**config.mk**
```make
export PLATFORM = sky130hd
export DESIGN_NAME = mux_lut_pipe_flat
export DESIGN_NICKNAME = d
export VERILOG_FILES = /design/src/rtl/mux_lut_pipe_if.sv /design/src/rtl/mux_lut_pipe.sv /design/src/flat_wrapper.sv
export SDC_FILE = /design/constraint.sdc
export NUM_CORES = 1
export LEC_CHECK = 0
export CAP_MARGIN = 15
export CORE_AREA = 2 2 39 41
export CTS_BUF_LIST = sky130_fd_sc_hd__clkbuf_8
export DETAILED_ROUTE_END_ITERATION = 10
export DIE_AREA = 0 0 41 43
export GPL_TIMING_DRIVEN = 0
export PLACE_DENSITY_LB_ADDON = 0.12
export SLEW_MARGIN = 0
export SYNTH_ARGS = -nofsm -noshare
export SYNTH_HDL_FRONTEND = slang
export SYNTH_SLANG_ARGS = --single-unit
```
**constraint.sdc**
```tcl
create_clock -name clk -period 1.2 [get_ports clk]
set_input_delay 0.12 -clock clk [delete_from_list [all_inputs] [get_ports clk]]
set_output_delay 0.12 -clock clk [all_outputs]
set_load 0.03 [all_outputs]
```
**src/rtl/mux_lut_pipe_if.sv**
```systemverilog
// Valid/ready operand and result bus of the pipelined mux-tree LUT.
// The master side produces operands and consumes results; the slave side is the LUT.
interface mux_lut_pipe_if #(
  parameter int SEL_W = 2
);
  logic             in_valid;
  logic             in_ready;
  logic [SEL_W-1:0] in_sel;
  logic             out_valid;
  logic             out_ready;
  logic             out_y;

  modport master (
    output in_valid, in_sel, out_ready,
    input  in_ready, out_valid, out_y
  );

  modport slave (
    input  in_valid, in_sel, out_ready,
    output in_ready, out_valid, out_y
  );
endinterface

```
**src/rtl/mux_lut_pipe.sv**
```systemverilog
// Run-time programmable SEL_W-input logic function as a pipelined tree of 2:1 muxes.
// Each stage halves the candidate vector by one select bit; valid/ready on both sides.
module mux_lut_pipe #(
  parameter int                    SEL_W      = 2,
  parameter logic [2**SEL_W-1:0]   INIT_TABLE = {{(2**SEL_W-1){1'b1}}, 1'b0}
) (
  input  logic                clk,
  input  logic                rst,
  input  logic                cfg_we,
  input  logic [2**SEL_W-1:0] cfg_table,
  mux_lut_pipe_if.slave       bus,
  output logic [2**SEL_W-1:0] table_q
);

  localparam int TW = 2**SEL_W;

  // Every stage keeps a full-width vector and the full select word; stage k only
  // consumes the low TW>>k bits and select bit k, which keeps the stages uniform.
  logic [SEL_W-1:0] valid_q, valid_d;
  logic [TW-1:0]    data_q [SEL_W];
  logic [TW-1:0]    data_d [SEL_W];
  logic [SEL_W-1:0] sel_q  [SEL_W];
  logic [SEL_W-1:0] sel_d  [SEL_W];
  logic [TW-1:0]    table_d;

  logic [SEL_W:0]   adv;
  logic             src_v [SEL_W];
  logic [TW-1:0]    src_d [SEL_W];
  logic [SEL_W-1:0] src_s [SEL_W];

  function automatic logic [TW-1:0] halve(input logic [TW-1:0] v, input logic s);
    logic [TW-1:0] r;
    r = '0;
    for (int j = 0; j < TW/2; j++) r[j] = s ? v[2*j+1] : v[2*j];
    return r;
  endfunction

  // A stage may advance when it is empty or everything downstream of it advances.
  always_comb begin
    logic a;
    a          = bus.out_ready;
    adv        = '0;
    adv[SEL_W] = bus.out_ready;
    for (int k = SEL_W-1; k >= 0; k--) begin
      a      = !valid_q[k] | a;
      adv[k] = a;
    end
  end

  always_comb begin
    src_v[0] = bus.in_valid;
    src_d[0] = table_q;
    src_s[0] = bus.in_sel;
    for (int k = 1; k < SEL_W; k++) begin
      src_v[k] = valid_q[k-1];
      src_d[k] = data_q[k-1];
      src_s[k] = sel_q[k-1];
    end
  end

  // NOTE: every output of a combinational block gets a default before any branch,
  // otherwise the unassigned paths infer latches.
  always_comb begin
    table_d = cfg_we ? cfg_table : table_q;
    valid_d = valid_q;
    data_d  = data_q;
    sel_d   = sel_q;
    for (int k = 0; k < SEL_W; k++) begin
      if (adv[k]) begin
        valid_d[k] = src_v[k];
        if (src_v[k]) begin
          data_d[k] = halve(src_d[k], src_s[k][k]);
          sel_d[k]  = src_s[k];
        end
      end
    end
  end

  // NOTE: state registers use non-blocking assignments so all flops sample the
  // pre-edge values regardless of process ordering.
  always_ff @(posedge clk or posedge rst) begin
    if (rst) begin
      valid_q <= '0;
      table_q <= INIT_TABLE;
      // NOTE: the pipeline data is reset too, because out_y must read 0 after reset;
      // this is a handful of flops, not a RAM, so the reset costs nothing structural.
      for (int k = 0; k < SEL_W; k++) begin
        data_q[k] <= '0;
        sel_q[k]  <= '0;
      end
    end else begin
      valid_q <= valid_d;
      table_q <= table_d;
      data_q  <= data_d;
      sel_q   <= sel_d;
    end
  end

  assign bus.in_ready  = adv[0];
  assign bus.out_valid = valid_q[SEL_W-1];
  assign bus.out_y     = data_q[SEL_W-1][0];

endmodule
```
**src/flat_wrapper.sv**
```systemverilog
// flat-port wrapper written by rule: the top's interface ports become plain ports
module mux_lut_pipe_flat 
#(
  parameter int                    SEL_W      = 2,
  parameter logic [2**SEL_W-1:0]   INIT_TABLE = {{(2**SEL_W-1){1'b1}}, 1'b0}
)
  (clk, rst, cfg_we, cfg_table, table_q, bus_in_valid, bus_in_sel, bus_out_ready, bus_in_ready, bus_out_valid, bus_out_y);
  mux_lut_pipe_if #(.SEL_W(SEL_W)) bus_i ();
  input  logic clk;
  input  logic rst;
  input  logic cfg_we;
  input  logic [2**SEL_W-1:0] cfg_table;
  output logic [2**SEL_W-1:0] table_q;
  input wire logic [$bits(bus_i.in_valid)-1:0] bus_in_valid;
  input wire logic [$bits(bus_i.in_sel)-1:0] bus_in_sel;
  input wire logic [$bits(bus_i.out_ready)-1:0] bus_out_ready;
  output wire logic [$bits(bus_i.in_ready)-1:0] bus_in_ready;
  output wire logic [$bits(bus_i.out_valid)-1:0] bus_out_valid;
  output wire logic [$bits(bus_i.out_y)-1:0] bus_out_y;
  assign bus_i.in_valid = bus_in_valid;
  assign bus_i.in_sel = bus_in_sel;
  assign bus_i.out_ready = bus_out_ready;
  assign bus_in_ready = bus_i.in_ready;
  assign bus_out_valid = bus_i.out_valid;
  assign bus_out_y = bus_i.out_y;
  mux_lut_pipe #(.SEL_W(SEL_W), .INIT_TABLE(INIT_TABLE)) u_core (.clk(clk), .rst(rst), .cfg_we(cfg_we), .cfg_table(cfg_table), .bus(bus_i), .table_q(table_q));
endmodule
```
==> flow_summary.yaml <==
finish:
  drive_above_1_share: 0.3725
  diodes: 0
  syn_to_final_growth_pct: 52.05
  layout.nets: 63
sta:
  fin_crit_ps: 1140
  max_slew.worst_pin.slew_ps: 369.9
  finalMaxSlewViolations: 0
  worst_slack_ps: 59.76
  fin_skew_ps: 3.180
  period_share: 0.9502
  max-slew-margin-rel: 0.7531
  setup_tns_ps: 0
  holdWs_ps: 164.8
  hold_viol: 0
  rsz0062_at_grt: "false"
  setup_viol: 0
  max_clock_freq_ghz: 0.8770
routing:
  drtAntennaViolNets: 0
  vias: 309
  wire_per_inst_um: 11.73
  drtIter0Drc: 0
  drt_wl_total_um: 786
  avgViaCountPerCell: 4.612
  drt_pre_antenna_iters: 1
  drcViolationCount: 0
clock_network:
  cts_tree: "done"
  cts_buffers: 3
  cts.sinks: 10
  cts_hold_buf: 0
  insertion_delay_ps: 230
  clock_path_buffers: 2
  post_cts_buffers: 0
  clkTransAtPathRegs_ps: 50
  root_buffer: "clkbuf_8"
  h-tree-depth: 1
die:
  die_w_um: 41
  core_area_mm2: 0.001384
  start_util: 0.3092
  rows: 14
  die_h_um: 43
  io_pins: 18
  die-area_mm2: 0.001763
worst_setup_path:
  cp-start-kind: "flip-flop"
  crit_family: "buffers and inverters"
  critPathBufInv: 1
  critPathMaxFanout: 3
  critical_path_required_ps: 1080
  critPathSlowestCell: "dlygate4sd2_1"
  end_kind: "primary output"
  critPathKind: "flip-flop to primary output"
  path_cells: "dlygate4sd2_1"
  critPathMaxStageDelay_ps: 400
  cp.arrival_ps: 1020
global_route:
  grt_use_total: 0.1296
  antenna_found_initial: 0
  grt-ovfl-total: 0
  grt_pass1_wl_um: 1490
  grt_pass1_vias: 361
  grt_start_max_net_pins: 11
yosys:
  synth_area_um2: 427.9
  ys_types: 12
  yosysSeqAreaShare: 0.5936
  synth_warnings: 0
  synth_top_family_by_area: "multiplexers"
  muxShareOfSynthArea: 0.2105
  ys_seq_elements: 10
  synth_compound_area_frac: 0.07895
  synth_simple_gate_area_frac: 0.1082
  synth_area_per_cell_um2: 14.26
  synthAdderAreaFrac: 0
  yosys.area_share.xor_xnor: 0
  synth.net_count: 41
  syn_inst: 30
pwr:
  combPwrFrac: 0.205
  p_seq_frac: 0.407
  power_leakage_nw: 0.2863
  swShare: 0.2501
  power_mw: 1.039
  powerDensity_mw_per_mm2: 1596
  ir_worst_vdd_mv: 0.8289
  p_sw_uw: 259.8
  p_int_uw: 778.7
  clock_power_share: 0.388
run:
  maxCapViolCount: 0
hold_path:
  hp-class: "input pin to asynchronous set/reset pin"
place:
  gp_congestion: 0.6166
  post-dp-hpwl_um: 657.4
  pre_cts_ws_ps: -370.5
  portBuffers: 17
run_status:
  status: "finished, final reports clean"
-- sequential cells by signal, indices dropped and copies added, names as in the netlist --
| name | flops |
|---|---|
| u_core.bus.out_y | 1 |
| u_core.data_q | 2 |
| u_core.sel_q | 1 |
| u_core.table_q | 4 |
| u_core.valid_q | 2 |
-- cell usage after synthesis, drive strengths merged --
library cell | n | area [um^2]
or2b | 1 | 7.510
nand3b | 1 | 20.02
nand2b | 2 | 12.51
dfstp | 3 | 78.83
mux2i | 3 | 30.03
a31oi | 3 | 18.77
dfrtp | 7 | 175.2
mux2 | 5 | 60.05
inv | 1 | 3.750
nand2 | 1 | 6.260
a21oi | 3 | 15.01
-- power by group through the flow --
stage	registers, mW	logic (mW)	clock network (mW)
floorplan	0.476	0.0800	0
global placement	0.426	0.235	0
detailed placement	0.430	0.240	0
CTS	0.424	0.224	0.416
global route	0.431	0.232	0.444
finish	0.422	0.213	0.403
-- cells by family after synthesis --
logic type	count (synthesis)
DFF	10
muxes	8
AOI/OAI and AO/OA	6
and+or+nand+nor	5
buffers and inverters	1
-- metrics by stage --
step | area (um^2) | instances | utilization
floorplan | 429.2 | 30 | -
global placement | 619.3 | 63 | 0.4476
detailed placement | 619.3 | 63 | 0.4476
CTS | 669.4 | 67 | 0.4837
global route | 650.6 | 67 | 0.4702
finish | 650.6 | 67 | 0.4702
-- worst paths after layout --
| path | startpoint | endpoint | slack (ps) | cells past startpoint |
|---|---|---|---|---|
| max reg2reg | u_core.valid_q[0] | u_core.sel_q[3] | 150 | 3 |
| min in group clk | bus_in_sel[1] | u_core.sel_q[3] | 510 | 2 |
| min | rst | u_core.data_q[5] | 160 | 2 |
| max | u_core.valid_q[1] | bus_out_valid | 60 | 1 |
| max in group asynchronous | rst | u_core.table_q[2] | 730 | 2 |
| min reg2reg | u_core.sel_q[3] | u_core.sel_q[3] | 540 | 1 |
-- cells in the final DEF (no fill, tap or decap) --
cell / synthesis / layout
mux2_2: 4 / 4
clkbuf_8: 0 / 4
dfstp_2: 3 / 3
mux2_4: 1 / 1
dfrtp_1: 7 / 6
inv_1: 1 / 1
or2b_1: 1 / 1
dlygate4sd2_1: 0 / 3
nand2_2: 1 / 1
nand3b_4: 1 / 1
dfrtp_2: 0 / 1
a31oi_1: 3 / 3
a21oi_1: 3 / 3
buf_2: 0 / 4
nand2b_1: 2 / 2
clkdlybuf4s50_1: 0 / 10
mux2i_1: 3 / 3
-- timing repair --
| action | in CTS | in global routing |
|---|---|---|
| endpoints found under the setup margin | 7 | 3 |
| resized for setup | 17 | 6 |
| endpoints found under the hold margin | 0 | 0 |
-- metal layers --
metal	vias up	global-route usage	wire length [um]
met4	0	0.08000	8
li1	149	-	-
met2	15	0.1906	400
met3	2	0.03665	53
met5	-	0	0
met1	143	0.1593	324
-- final cells by class --
type                       count  area, um^2
inverter                       1       3.754
sequential                    10       255.2
timing repair buffer          17       146.4
clock buffer                   4       55.05
tap                           16       20.02
multi-input combinational     19       170.2
fill                         133       733.2
No activity file was read; power rests on OpenSTA's default activity.
